**src/rtl/audio_feature_extractor.sv**
```systemverilog
// Frame-based zero-crossing, energy and DC-removed amplitude extractor for the left I2S channel.
// Optional macro FEATURE_DC_REMOVE_EN: subtract the previous frame mean before the amplitude sum.
module audio_feature_extractor #(
  parameter int LOG2_FRAME = 5
) (
  input  logic        clk,
  input  logic        rst,
  input  logic        en,
  input  logic [15:0] sample_in,
  input  logic        sample_valid,
  output logic [5:0]  zcr_count_left,
  output logic        zcr_valid_left,
  output logic [30:0] ste_left,
  output logic        ste_left_valid,
  output logic [15:0] subMean_left_out,
  output logic        subMean_left_valid
);

  typedef enum logic [1:0] {IDLE, ACC, EMIT} state_t;

  state_t state, state_next;

  logic [LOG2_FRAME-1:0]  cnt;
  logic                   accept;
  logic                   last;
  logic                   prev_sign;
  logic                   zc_inc;
  logic [5:0]             zcr_acc, zcr_sum;
  logic [15:0]            ax;
  logic [30:0]            sq;
  logic [30+LOG2_FRAME:0] ste_acc, ste_sum;
  logic [15:0]            dc;
  logic [16:0]            d;
  logic [15:0]            d_abs;
  logic [15+LOG2_FRAME:0] amp_acc, amp_sum;

  assign accept = (state == ACC) && en && sample_valid;
  assign last   = &cnt;

  // The first sample of a frame only seeds prev_sign.
  assign zc_inc  = (cnt != '0) && (sample_in[15] != prev_sign);
  assign zcr_sum = zcr_acc + {5'b0, zc_inc};

  // Squaring the magnitude keeps the product unsigned; -32768 maps to 32768.
  assign ax      = sample_in[15] ? (~sample_in + 16'd1) : sample_in;
  assign sq      = 31'(ax) * 31'(ax);
  assign ste_sum = ste_acc + {{LOG2_FRAME{1'b0}}, sq};

  assign d       = {sample_in[15], sample_in} - {dc[15], dc};
  assign d_abs   = d[16] ? (~d[15:0] + 16'd1) : d[15:0];
  assign amp_sum = amp_acc + {{LOG2_FRAME{1'b0}}, d_abs};

`ifdef FEATURE_DC_REMOVE_EN
  logic signed [15+LOG2_FRAME:0] x_acc, x_sum;

  assign x_sum = x_acc + {{LOG2_FRAME{sample_in[15]}}, sample_in};

  always_ff @(posedge clk) begin
    if (rst) begin
      dc    <= '0;
      x_acc <= '0;
    end else if (accept) begin
      if (last) begin
        dc    <= 16'(x_sum >>> LOG2_FRAME);
        x_acc <= '0;
      end else begin
        x_acc <= x_sum;
      end
    end else if (!en || state != ACC) begin
      x_acc <= '0;
    end
  end
`else
  assign dc = '0;
`endif

  always_ff @(posedge clk) begin
    if (rst) state <= IDLE;
    else     state <= state_next;
  end

  always_comb begin
    state_next = state;
    case (state)
      IDLE:    if (en) state_next = ACC;
      ACC: begin
        if (!en)                state_next = IDLE;
        else if (accept && last) state_next = EMIT;
      end
      EMIT:    state_next = en ? ACC : IDLE;
      default: state_next = IDLE;
    endcase
  end

  // Outputs load on the edge that accepts the last sample; accumulators restart there too.
  always_ff @(posedge clk) begin
    if (rst) begin
      cnt              <= '0;
      prev_sign        <= 1'b0;
      zcr_acc          <= '0;
      ste_acc          <= '0;
      amp_acc          <= '0;
      zcr_count_left   <= '0;
      ste_left         <= '0;
      subMean_left_out <= '0;
    end else if (accept) begin
      prev_sign <= sample_in[15];
      if (last) begin
        cnt              <= '0;
        zcr_acc          <= '0;
        ste_acc          <= '0;
        amp_acc          <= '0;
        zcr_count_left   <= zcr_sum;
        ste_left         <= 31'(ste_sum >> LOG2_FRAME);
        subMean_left_out <= 16'(amp_sum >> LOG2_FRAME);
      end else begin
        cnt     <= cnt + 1'b1;
        zcr_acc <= zcr_sum;
        ste_acc <= ste_sum;
        amp_acc <= amp_sum;
      end
    end else if (!en || state != ACC) begin
      cnt     <= '0;
      zcr_acc <= '0;
      ste_acc <= '0;
      amp_acc <= '0;
    end
  end

  assign zcr_valid_left     = (state == EMIT);
  assign ste_left_valid     = (state == EMIT);
  assign subMean_left_valid = (state == EMIT);

endmodule

```
**config.mk**
```make
export PLATFORM = sky130hd
export DESIGN_NAME = audio_feature_extractor
export DESIGN_NICKNAME = d
export VERILOG_FILES = /design/src/rtl/audio_feature_extractor.sv
export SDC_FILE = /design/constraint.sdc
export NUM_CORES = 1
export LEC_CHECK = 0
export CELL_PAD_IN_SITES_DETAIL_PLACEMENT = 1
export CELL_PAD_IN_SITES_GLOBAL_PLACEMENT = 2
export CORE_MARGIN = 8
export CORE_UTILIZATION = 38
export CTS_CLUSTER_DIAMETER = 80
export DETAILED_ROUTE_END_ITERATION = 6
export PLACE_DENSITY = 0.79
export SYNTH_ARGS = -nofsm -noshare
export SYNTH_HDL_FRONTEND = slang
export SYNTH_SLANG_ARGS = --single-unit
```
**constraint.sdc**
```tcl
create_clock -name clk -period 15.41 [get_ports clk]
set_input_delay 3.082 -clock clk [delete_from_list [all_inputs] [get_ports clk]]
set_output_delay 3.082 -clock clk [all_outputs]
set_load 0.02 [all_outputs]
```
==> impl_metrics.csv, run 1 <==
group,metric,value,unit
clock_network,path_clk_slew,0.06,ns
final_layout,num_antenna_cells,0,
clock_network,cts_htree_levels,4,
timing,max_slew_violation_count,0,
run,maxCapViolations,0,
drt,post_drt_wl_per_cell,19.2,microns
critical_path,max_stage_delay,0.75,ns
synthesis,syn-cell-area,14400,sq um
drt,drt_first_pass_iters,5,
grt,maximum_number_of_pins_on_one_net_before_global_route_repair,75,
drt,vias_per_cell,5.27,
synthesis,synth-edff-count,0,
synthesis,yosysWarnings,0,
clock_network,hold_fix_buffer_count_after_cts,0,
placement,port-buffer-count,75,
clock_network,clock_tree_from_tritoncts,"built",
critical_path,critPathMaxFanout,16,
critical_path,worstPathArrival,13.96,ns
synthesis,synthFlopType,"dfxtp_1",
critical_path,startpoint_type,"primary input",
drt,initialDrtViolationCount,568,
clock_network,cts_root_buf,"clkbuf_16",
drt,num_vias,12300,
synthesis,synth.top_cell.area_share,23.0,%
timing,hold_viol,0,
synthesis,syn-mean-instance-area,8.21,sq um
timing,max-slew-margin-rel,31.3,%
outcome,result_of_the_run,"finished, final reports clean",
floorplanning,initial_core_util,38.4,%
critical_path,cp-end-kind,"flop",
timing,setup_violations,0,
placement,finalWeightedCongestion,0.847,
floorplanning,die-area,44500,sq um
timing,worst-slew-pin-transition,1.03,ns
drt,drc,0,
timing,skew,0.0123,ns
timing,layout_worst_path_cycle_share,88.4,%
critical_path,crit_required,15.74,ns
clock_network,worstSkewPairLatency,0.43,ns
critical_path,worstSetupPathType,"in2reg",
final_layout,areaGrowthSynthToFinish,13.0,%
placement,dp.final_hpwl,36100,microns
floorplanning,floorplan.die.width,211,microns
timing,unrepaired_setup_endpoints_after_global_routing,"false",
grt,grt_remaining_overflow,0,
floorplanning,rows,71,
grt,grt_antenna_before_repair,1,
synthesis,synthDistinctLibCells,74,
timing,max_clock_freq,73.4,MHz
floorplanning,die_h,211,microns
floorplanning,core_area,37600,sq um
floorplanning,ioPinCount,76,
timing,setup-tns-final,0,ns
synthesis,synth.most_common_cell,"inv_1",
grt,grt_pass1_vias,13100,
drt,antenna_nets_post_route,0,
final_layout,finish.net_count,2141,
hold_path,hp-class,"reg2reg",
grt,grt_util_all_layers,20.7,%
clock_network,max-clock-path-buffers,2,
drt,route.final.wire_length,44900,microns
critical_path,crit_top_cell,"fa_1",
timing,shortest_period_the_worst_path_allows,13.62,ns
grt,grt_first_pass_wirelength,73500,microns
clock_network,cts_inserted_buffers,17,
final_layout,drive_above_1_share,4.45,%
critical_path,critical_path.slowest_cell,"xor2_1",
synthesis,postSynthCellCount,1758,
synthesis,synthTopCellsByArea,"fa_1 (23%), dfxtp_1 (17%), ha_1 (13%)",
synthesis,fraction_of_registers_with_async_set_or_reset_after_synthesis,0,%
synthesis,synth_top_area_cell,"fa_1",
synthesis,post_synth_most_frequent_cells,"inv_1 (256), nand2_1 (201), nor2_1 (178)",
synthesis,postSynthRegisterBits,124,
synthesis,synth-seq-area-share,17.2,%
clock_network,number_of_sinks_driven_by_the_clock_tree,124,
clock_network,cts.repair.resized,0,
clock_network,cts_setup_buffers,0,
critical_path,reg2reg_slack,12.14,ns
## final timing paths
path	end	startpoint	cells after the start
max	ste_left[30]	sample_in[0]	34
min reg2reg	ste_left[11]	ste_left[11]	2
max reg2reg	ste_acc[26]	ste_acc[7]	9
min	ste_left[11]	ste_left[11]	2
## through the flow
step | hold slack [ns] | util (%) | area [sq um] | std cells | setup slack, ns
after floorplan | 0.432 | - | 14500 | 1767 | 3.32
after global placement | 0.443 | 41.9 | 15700 | 2301 | 1.74
after detailed placement | 0.451 | 41.9 | 15700 | 2301 | 1.45
after CTS | 0.460 | 43.4 | 16300 | 2333 | 1.82
after global routing | 0.481 | 43.4 | 16300 | 2333 | 1.11
final | 0.455 | 43.4 | 16300 | 2333 | 1.79
## per-layer routing
| metal | vias up | wire length (microns) | share of wire (%) | GRT usage (%) |
|---|---|---|---|---|
| li1 | 5893 | - | - | - |
| met1 | 6180 | 20900 | 47 | 28.0 |
| met2 | 179 | 21300 | 47 | 34.2 |
| met3 | 49 | 1880 | 4.2 | 3.99 |
| met4 | 2 | 790 | 1.8 | 4.34 |
| met5 | - | 13 | 0.029 | 0 |
## area by class of cell
| type | count | area, sq um |
|---|---|---|
| Fill cell | 4512 | 21300 |
| Multi-Input combinational cell | 1307 | 10700 |
| Sequential cell | 124 | 2480 |
| Inverter | 263 | 987 |
| Timing Repair Buffer | 96 | 906 |
| Tap cell | 511 | 639 |
| Clock buffer | 19 | 443 |
| Clock inverter | 13 | 143 |
## cell families (layout without fill, tap and decap cells)
group / Yosys count / after routing / share of synthesized area, %
and+or+nand+nor: 521 / 521 / 15.8
AOI/OAI and AO/OA: 364 / 364 / 16.3
buffers and inverters: 336 / 391 / 8.90
adders and majority gates: 312 / 312 / 35.7
DFF: 124 / 124 / 17.2
xor gates and xnor gates: 98 / 98 / 5.94
other: 2 / 11 / 0.0520
muxes: 1 / 1 / 0.0693
## state kept, by name (all words and copies together), names as in the netlist
signal / cells
prev_sign: 1
zcr_count_left: 6
state: 2
subMean_left_out: 16
ste_acc: 36
ste_left: 31
amp_acc: 21
zcr_acc: 6
cnt: 5
## critical path, delay by kind of cell
kind	cells	cell delay, ns
AOI/OAI and AO/OA	7	1.68
xor gates and xnor gates	2	0.81
adders and majority gates	9	4.10
buffers and inverters	7	1.49
and+or+nand+nor	9	2.74
## placed cells by master (no fill, tap or decap), types with 4 or more instances in the layout
master / instances
inv_1: 256
nand2_1: 201
nor2_1: 176
fa_1: 166
ha_1: 146
a21oi_1: 125
dfxtp_1: 124
clkdlybuf4s50_1: 74
xnor2_1: 65
o21ai_0: 55
xor2_1: 33
a21o_1: 28
a22oi_1: 28
nand3_1: 26
buf_4: 22
nor3_1: 20
nand2b_1: 20
nand4_1: 19
a211oi_1: 19
clkbuf_16: 17
o31ai_1: 15
and3_1: 14
a31oi_1: 13
a22o_1: 11
conb_1: 11
o21a_1: 9
or3_1: 7
nor2b_1: 6
nor4_1: 5
inv_2: 5
o211ai_1: 5
a31o_2: 5
o21bai_1: 5
clkinvlp_4: 5
o21ai_1: 4
and2_1: 4
Power of run 1 is not shown: default switching activity piles up to over one toggle a cycle in this logic, so the estimate is an artifact.
==> run 2: changes to the inputs <==
CTS_CLUSTER_DIAMETER = 200   (was 80)
SETUP_SLACK_MARGIN = 0.2   (was not set)
==> results of run 2 <==
Same layout as run 1: the final DEF is identical, and so are final timing and power.
Power of run 2 is left out for the same reason.
